### config.mk
export PLATFORM = sky130hd
export DESIGN_NAME = ibex_wb_xbar
export DESIGN_NICKNAME = d
export VERILOG_FILES = /design/src/rtl/ibex_wb_xbar.sv
export SDC_FILE = /design/constraint.sdc
export NUM_CORES = 2
export LEC_CHECK = 0
export BUFFER_PORTS_ARGS = -buffer_cell sky130_fd_sc_hd__buf_2
export CORE_AREA = 2 2 448 450
export DETAILED_ROUTE_END_ITERATION = 12
export DIE_AREA = 0 0 450 452
export MAX_ROUTING_LAYER = met4
export PLACE_DENSITY = 0.47
export SLEW_MARGIN = 20
export SYNTH_ARGS = -nofsm -noshare
export SYNTH_HDL_FRONTEND = slang
export SYNTH_SLANG_ARGS = --single-unit
export TNS_END_PERCENT = 5
### constraint.sdc
create_clock -name clk_i -period 12.2 [get_ports clk_i]
set_input_delay 2.44 -clock clk_i [delete_from_list [all_inputs] [get_ports clk_i]]
set_output_delay 2.44 -clock clk_i [all_outputs]
set_load 0.005 [all_outputs]
### src/rtl/ibex_wb_xbar.sv
// ibex_wb_xbar
// Crossbar from NrHosts Ibex-protocol hosts to NrDevices Wishbone pipelined
// devices. Each device has its own small FSM with a round-robin arbiter and a
// watchdog. Each host may have at most one transaction in flight. Requests
// that match no device are answered locally with an error response.
//
// Ports
//   clk_i, rst_ni                 clock, synchronous active-low reset
//   host_req_i/we/addr/be/wdata   Ibex request, one entry per host
//   host_gnt_o/rvalid/err/rdata   Ibex response, one entry per host
//   dev_cyc_o/stb/we/adr/dat/sel  Wishbone request, one entry per device
//   dev_stall_i/ack/err/dat       Wishbone response, one entry per device
//
// Device FSM
//   state  | meaning
//   IDLE   | no owner; arbitrate among eligible hosts decoding here
//   REQ    | cyc=stb=1, waiting for the device to accept (stall low)
//   WAIT   | cyc=1, stb=0, waiting for ack or err
module ibex_wb_xbar #(
    parameter int unsigned NrHosts       = 2,
    parameter int unsigned NrDevices     = 9,
    parameter int unsigned DataWidth     = 32,
    parameter int unsigned AddressWidth  = 32,
    parameter logic [NrDevices*AddressWidth-1:0] SlaveAddr = {
        32'h8000_7000, 32'h8000_6000, 32'h8000_5000, 32'h8000_4000,
        32'h8000_3000, 32'h8000_2000, 32'h8000_1000, 32'h8000_0000,
        32'h0010_0000},
    parameter logic [NrDevices*AddressWidth-1:0] SlaveMask = {
        {8{32'hFFFF_F000}}, 32'hFFF0_0000},
    parameter int unsigned TimeoutCycles = 255
) (
    input  logic                    clk_i,
    input  logic                    rst_ni,

    input  logic                    host_req_i    [NrHosts],
    input  logic                    host_we_i     [NrHosts],
    input  logic [AddressWidth-1:0] host_addr_i   [NrHosts],
    input  logic [DataWidth/8-1:0]  host_be_i     [NrHosts],
    input  logic [DataWidth-1:0]    host_wdata_i  [NrHosts],
    output logic                    host_gnt_o    [NrHosts],
    output logic                    host_rvalid_o [NrHosts],
    output logic                    host_err_o    [NrHosts],
    output logic [DataWidth-1:0]    host_rdata_o  [NrHosts],

    output logic                    dev_cyc_o     [NrDevices],
    output logic                    dev_stb_o     [NrDevices],
    output logic                    dev_we_o      [NrDevices],
    output logic [AddressWidth-1:0] dev_adr_o     [NrDevices],
    output logic [DataWidth-1:0]    dev_dat_o     [NrDevices],
    output logic [DataWidth/8-1:0]  dev_sel_o     [NrDevices],
    input  logic                    dev_stall_i   [NrDevices],
    input  logic                    dev_ack_i     [NrDevices],
    input  logic                    dev_err_i     [NrDevices],
    input  logic [DataWidth-1:0]    dev_dat_i     [NrDevices]
);

    localparam int unsigned HostIdxW = (NrHosts > 1) ? $clog2(NrHosts) : 1;
    localparam int unsigned BeW      = DataWidth / 8;
    localparam bit          WdEn     = (TimeoutCycles != 0);
    localparam logic [31:0] WdLast   = 32'(TimeoutCycles) - 32'd1;

    typedef enum logic [1:0] {
        StIdle = 2'd0,
        StReq  = 2'd1,
        StWait = 2'd2
    } state_e;

    state_e                  state_q [NrDevices];
    logic [HostIdxW-1:0]     rr_q    [NrDevices];
    logic [HostIdxW-1:0]     owner_q [NrDevices];
    logic [31:0]             wd_q    [NrDevices];
    logic [AddressWidth-1:0] adr_q   [NrDevices];
    logic [DataWidth-1:0]    dat_q   [NrDevices];
    logic [BeW-1:0]          sel_q   [NrDevices];
    logic                    we_q    [NrDevices];

    logic                    outst_q  [NrHosts];
    logic                    rvalid_q [NrHosts];
    logic                    err_q    [NrHosts];
    logic [DataWidth-1:0]    rdata_q  [NrHosts];

    logic                    host_hit [NrHosts];
    int unsigned             host_dev [NrHosts];
    logic                    eligible [NrHosts];
    logic                    unmapped [NrHosts];
    logic                    accept   [NrHosts];
    logic                    gnt      [NrHosts];
    logic                    rsp_vld  [NrHosts];
    logic                    rsp_err  [NrHosts];
    logic [DataWidth-1:0]    rsp_data [NrHosts];

    logic                    pick_vld    [NrDevices];
    logic [HostIdxW-1:0]     pick_idx    [NrDevices];
    logic [HostIdxW-1:0]     rr_next     [NrDevices];
    logic                    dev_resp    [NrDevices];
    logic                    dev_timeout [NrDevices];

    // Address decode; the first (lowest-index) matching device wins.
    always_comb begin
        for (int unsigned h = 0; h < NrHosts; h++) begin
            host_hit[h] = 1'b0;
            host_dev[h] = 0;
            for (int unsigned i = 0; i < NrDevices; i++) begin
                if (!host_hit[h] &&
                    ((host_addr_i[h] & SlaveMask[i*AddressWidth +: AddressWidth]) ==
                     (SlaveAddr[i*AddressWidth +: AddressWidth] &
                      SlaveMask[i*AddressWidth +: AddressWidth]))) begin
                    host_hit[h] = 1'b1;
                    host_dev[h] = i;
                end
            end
            eligible[h] = host_req_i[h] && !outst_q[h];
            unmapped[h] = rst_ni && eligible[h] && !host_hit[h];
        end
    end

    // Round-robin pick per idle device, scanning from rr_q upwards.
    always_comb begin
        for (int unsigned d = 0; d < NrDevices; d++) begin
            pick_vld[d] = 1'b0;
            pick_idx[d] = '0;
            for (int unsigned k = 0; k < NrHosts; k++) begin
                int unsigned c;
                c = 32'(rr_q[d]) + k;
                if (c >= NrHosts) begin
                    c = c - NrHosts;
                end
                if ((state_q[d] == StIdle) && !pick_vld[d] && eligible[c] &&
                    host_hit[c] && (host_dev[c] == d)) begin
                    pick_vld[d] = 1'b1;
                    pick_idx[d] = HostIdxW'(c);
                end
            end
            rr_next[d] = ((32'(pick_idx[d]) + 32'd1) >= NrHosts) ? '0 : pick_idx[d] + 1'b1;
        end
    end

    always_comb begin
        for (int unsigned d = 0; d < NrDevices; d++) begin
            // Responses only count in WAIT; stray ack/err elsewhere is dropped.
            dev_resp[d]    = (state_q[d] == StWait) && (dev_ack_i[d] || dev_err_i[d]);
            dev_timeout[d] = WdEn && (state_q[d] != StIdle) && (wd_q[d] == WdLast);
        end
    end

    // Per-host grant and response collection. A host owns at most one
    // device (or the local error path) at a time, so the sources never collide.
    always_comb begin
        for (int unsigned h = 0; h < NrHosts; h++) begin
            gnt[h]      = unmapped[h];
            accept[h]   = unmapped[h];
            rsp_vld[h]  = unmapped[h];
            rsp_err[h]  = unmapped[h];
            rsp_data[h] = '0;
            for (int unsigned d = 0; d < NrDevices; d++) begin
                if (32'(owner_q[d]) == h) begin
                    // A timeout in REQ still grants so the host sees gnt before rvalid.
                    if (rst_ni && (state_q[d] == StReq) && (!dev_stall_i[d] || dev_timeout[d])) begin
                        gnt[h] = 1'b1;
                    end
                    if (dev_resp[d]) begin
                        rsp_vld[h]  = 1'b1;
                        rsp_err[h]  = dev_err_i[d];
                        rsp_data[h] = dev_err_i[d] ? '0 : dev_dat_i[d];
                    end else if (dev_timeout[d]) begin
                        rsp_vld[h]  = 1'b1;
                        rsp_err[h]  = 1'b1;
                        rsp_data[h] = '0;
                    end
                end
                if (pick_vld[d] && (32'(pick_idx[d]) == h)) begin
                    accept[h] = 1'b1;
                end
            end
        end
    end

    always_ff @(posedge clk_i) begin
        if (!rst_ni) begin
            for (int unsigned d = 0; d < NrDevices; d++) begin
                state_q[d] <= StIdle;
                rr_q[d]    <= '0;
                owner_q[d] <= '0;
                wd_q[d]    <= '0;
                adr_q[d]   <= '0;
                dat_q[d]   <= '0;
                sel_q[d]   <= '0;
                we_q[d]    <= 1'b0;
            end
            for (int unsigned h = 0; h < NrHosts; h++) begin
                outst_q[h]  <= 1'b0;
                rvalid_q[h] <= 1'b0;
                err_q[h]    <= 1'b0;
                rdata_q[h]  <= '0;
            end
        end else begin
            for (int unsigned d = 0; d < NrDevices; d++) begin
                case (state_q[d])
                    StIdle: begin
                        wd_q[d] <= '0;
                        if (pick_vld[d]) begin
                            adr_q[d]   <= host_addr_i[pick_idx[d]];
                            dat_q[d]   <= host_wdata_i[pick_idx[d]];
                            sel_q[d]   <= host_be_i[pick_idx[d]];
                            we_q[d]    <= host_we_i[pick_idx[d]];
                            owner_q[d] <= pick_idx[d];
                            rr_q[d]    <= rr_next[d];
                            state_q[d] <= StReq;
                        end
                    end
                    StReq: begin
                        wd_q[d] <= wd_q[d] + 32'd1;
                        if (dev_timeout[d]) begin
                            state_q[d] <= StIdle;
                        end else if (!dev_stall_i[d]) begin
                            state_q[d] <= StWait;
                        end
                    end
                    StWait: begin
                        wd_q[d] <= wd_q[d] + 32'd1;
                        if (dev_resp[d] || dev_timeout[d]) begin
                            state_q[d] <= StIdle;
                        end
                    end
                    default: state_q[d] <= StIdle;
                endcase
            end
            for (int unsigned h = 0; h < NrHosts; h++) begin
                rvalid_q[h] <= rsp_vld[h];
                err_q[h]    <= rsp_err[h];
                if (rsp_vld[h]) begin
                    rdata_q[h] <= rsp_data[h];
                end
                // Host stays blocked through its rvalid cycle.
                if (accept[h]) begin
                    outst_q[h] <= 1'b1;
                end else if (rvalid_q[h]) begin
                    outst_q[h] <= 1'b0;
                end
            end
        end
    end

    always_comb begin
        for (int unsigned h = 0; h < NrHosts; h++) begin
            host_gnt_o[h]    = gnt[h];
            host_rvalid_o[h] = rvalid_q[h];
            host_err_o[h]    = err_q[h];
            host_rdata_o[h]  = rdata_q[h];
        end
        for (int unsigned d = 0; d < NrDevices; d++) begin
            dev_cyc_o[d] = (state_q[d] != StIdle);
            dev_stb_o[d] = (state_q[d] == StReq);
            dev_we_o[d]  = we_q[d];
            dev_adr_o[d] = adr_q[d];
            dev_dat_o[d] = dat_q[d];
            dev_sel_o[d] = sel_q[d];
        end
    end

endmodule

==> impl_metrics.tcl <==
set metrics [dict create \
    placed_area_um2 62100 \
    pre_cts_ws_ns 4.61 \
    gp_congestion 0.943 \
    overflow 0 \
    syn_nets 5889 \
    drtPass1Iterations 8 \
    rsz0062_at_grt "false" \
    areaGrowthSynthToFinish_pct 24.5 \
    max_freq_mhz 132 \
    path_clk_slew_ns 0.05 \
    grt_pass1_wl_mm 390 \
    final-hold-violation-count 0 \
    avgSynthCellArea_um2 9.87 \
    cts_buffer_depth 3 \
    synth_adder_area_share_pct 0.440 \
    drcViolationCount 0 \
    use_met3_pct 7.72 \
    fillerInstances 20500 \
    synth-xor-area-share_pct 4.10 \
    tns_ns 0 \
    synth_area_um2 53400 \
    power_density_nw_per_um2 137 \
    setup-violations-final 0 \
    die_area_um2 203000 \
    synth_top_family_by_area "simple AND/OR/NAND/NOR gates" \
    p_sw_mw 2.63 \
    slowest_stage "nand3_1" \
    postCtsSetupBuffers 0 \
    cts_max_level 4 \
    rows 164 \
    portBuffers 1165 \
    leakagePower_nw 26.2 \
    utilization_pct 33.5 \
    cp_max_fo 15 \
    fin_area_um2 66500 \
    synth-simple-area-share_pct 21.7 \
    layout-drive-gt1-share_pct 23.7 \
    worst_ep_arrival_time_ns 5.15 \
    fin_crit_sh_pct 62.2 \
    ioPinCount 1166 \
    async_reset_ff_share_pct 0 \
    critPathKind "in -> out" \
    critPathBufInv 2 \
    viasPerCell 5.44 \
    hold_buffers 0 \
    synth-compound-area-share_pct 13.0 \
    required_ns 9.76 \
    r2r_cells 12 \
    die_w_um 450 \
    synth_top_flop_cell "edfxtp_1" \
    synthCells 5414 \
    slew_headroom_pct 20.2 \
    ys_ff_latch 1015 \
    use_met1_pct 32.5 \
    cts_buffers 130 \
    wl_per_cell_um 31.4 \
    drtIter0Drc 6658 \
    cts_resized 0 \
    vdd_ir_drop_max_mv 0.105 \
    critPathTopFamily "simple AND/OR/NAND/NOR gates" \
    via_count 50100 \
    drv_slew 0 \
    outcome "finished clean" \
    ant_nets 0 \
    grt_use_total_pct 28.0 \
    clk_latency_ns 0.81 \
    clockPowerShare_pct 41.8 \
    hold_path_depth 2 \
    initial_core_util_pct 26.9 \
    p_comb_share_pct 11.6 \
    tritoncts "done" \
    internal_power_mw 6.48 \
    design.core.area_um2 199000 \
    chipHeight_um 452 \
    grt_max_degree 201 \
    critical_path_depth 8 \
    hold_class "reg -> reg" \
    fin_cells 9220 \
    start_kind "primary input" \
    clock-root-buffer "clkbuf_16" \
    clock_sinks 1015 \
    worst-slew-pin-transition_ns 1.20 \
    nNetsFinal 6838 \
    wl_mm 289 \
    antenna_found_initial 116 \
    seq_power_share_pct 46.6 \
    ys_types 85 \
    end_kind "primary output" \
    dp.cells 8887 \
    seq_area_frac_synth_pct 57.0 \
    synthMuxAreaShare_pct 0.0562 \
    maxCapViolCount 0 \
    busiest_layer "met2" \
    max_stage_delay_ns 0.75 \
    power_mw 9.11 \
    netSwitchingFraction_pct 28.9 \
    cp_cell_sequence "buf_2 > nor4_2 > nand3_1 > a21oi_1 > nor2_1 > a21oi_1 > nand3_1 > buf_2" \
    yosysWarnings 0 \
    layout_min_cycle_time_ns 7.59 \
    skew_ns 0.0496 \
    whs_ns 0.570 \
    synth_enable_flop_cells 1009 \
    hpwlAfterDp_mm 203 \
    setup_slack_ns 4.61 \
    grtUsageMet2_pct 43.0 \
    grt_pass1_vias 46600 \
]
[cell type report]
cell class / instances / area [µm²] / area share, %
well taps: 2656 / 3320 / 5.00
inverters: 65 / 244 / 0.367
clock buffers: 171 / 3460 / 5.20
flip-flops and latches: 1015 / 30400 / 45.7
repair buffers: 1265 / 6610 / 9.94
multi-input cells: 3886 / 21500 / 32.4
clock inverters: 61 / 639 / 0.962
diodes: 101 / 253 / 0.380
[power by group through the flow]
| stage | Combinational (mW) | Clock (mW) | Sequential, mW |
|---|---|---|---|
| after floorplan | 0.454 | 0 | 4.27 |
| after global placement | 1.04 | 0 | 4.31 |
| after detailed placement | 1.05 | 0 | 4.31 |
| after CTS | 1.05 | 3.88 | 4.24 |
| after global routing | 1.12 | 4.00 | 4.27 |
| final | 1.06 | 3.81 | 4.25 |
[worst reg2reg max path: cells and delay by family (launching register included)]
family / cells / cell delay (ns)
buffers and inverters: 4 / 1.33
AOI/OAI and AO/OA: 5 / 1.59
DFF: 1 / 0.45
and+or+nand+nor: 2 / 1.16
adders and majority gates: 1 / 0.13
[cells in the mapped netlist, drive strengths merged, types with 6 or more instances]
cell | instances | share of area, %
dfxtp | 6 | 0.22
nand3 | 149 | 1.4
nand4 | 89 | 1.1
ha | 18 | 0.42
nor4 | 75 | 0.97
xnor2 | 73 | 1.2
a22oi | 134 | 1.9
o22ai | 10 | 0.13
nor4b | 17 | 0.28
nor3b | 6 | 0.084
edfxtp | 1009 | 57
or2 | 71 | 0.83
a22o | 68 | 1.1
a221oi | 67 | 1.1
a31oi | 7 | 0.082
nor3 | 60 | 0.58
a311oi | 67 | 1.1
nor2 | 410 | 2.9
nand2 | 1245 | 8.8
and3 | 193 | 2.3
buf | 39 | 0.36
a21oi | 624 | 5.8
nor2b | 46 | 0.54
nor4bb | 11 | 0.21
and4 | 43 | 0.71
o32ai | 9 | 0.15
a211oi | 9 | 0.13
clkbuf | 409 | 2.9
and2 | 34 | 0.40
o21a | 8 | 0.11
inv | 64 | 0.45
o21ai | 51 | 0.48
o2111ai | 6 | 0.098
nand2b | 7 | 0.082
or3 | 25 | 0.29
xor2 | 177 | 2.9
[state kept, by name, summed over array words and instances, names as in the netlist]
signal	cells
adr_q	288
dat_q	288
wd_q	288
rdata_q	64
sel_q	36
state_q	18
owner_q	9
rr_q	9
we_q	9
err_q	2
outst_q	2
rvalid_q	2
[placed cells by master, fill, tap and decap left out, types with 66 or more instances in the layout]
master     netlist  routed
nand2_1       1244    1235
clkbuf_16        0     132
a22o_1          68      68
and3_1         193     191
a311oi_1        67      66
nor2_1         409     406
nand4_1         88      88
nor4_1          70      67
buf_4            0      99
a21oi_1        624     621
xor2_1         177     177
edfxtp_1      1009    1009
diode_2          0     101
a221oi_1        67      67
a22oi_1        134     134
nand3_1        149     147
buf_2            1    1164
xnor2_1         73      73
[per-layer routing]
| metal | share of wire (%) | wire length (µm) |
|---|---|---|
| met2 | 46 | 134000 |
| met1 | 37 | 107000 |
| met3 | 10 | 29300 |
| met5 | 0 | 0 |
| met4 | 6.8 | 19600 |
[worst paths after layout]
path                                   from                            to  slack (ns)
setup / recovery            host_addr_i[48]                 host_gnt_o[1]        4.61
hold reg to reg   rvalid_q[0][1]$_SDFF_PN0_       outst_q[1]$_SDFFE_PP0P_        0.57
setup reg to reg   wd_q[5][0]$_SDFFCE_PP0P_  rdata_q[0][42]$_SDFFCE_PN0P_        7.23
hold / removal    rvalid_q[0][1]$_SDFF_PN0_       outst_q[1]$_SDFFE_PP0P_        0.57
[cells by family after synthesis]
group / Yosys count
AO/OA/AOI/OAI: 1108
XOR/XNOR: 250
adder cells (fa/ha/maj): 19
buffers and inverters: 513
flip-flops: 1015
multiplexers: 3
AND/OR/NAND/NOR: 2506
Note: power is estimated with default switching activity, not from simulation.
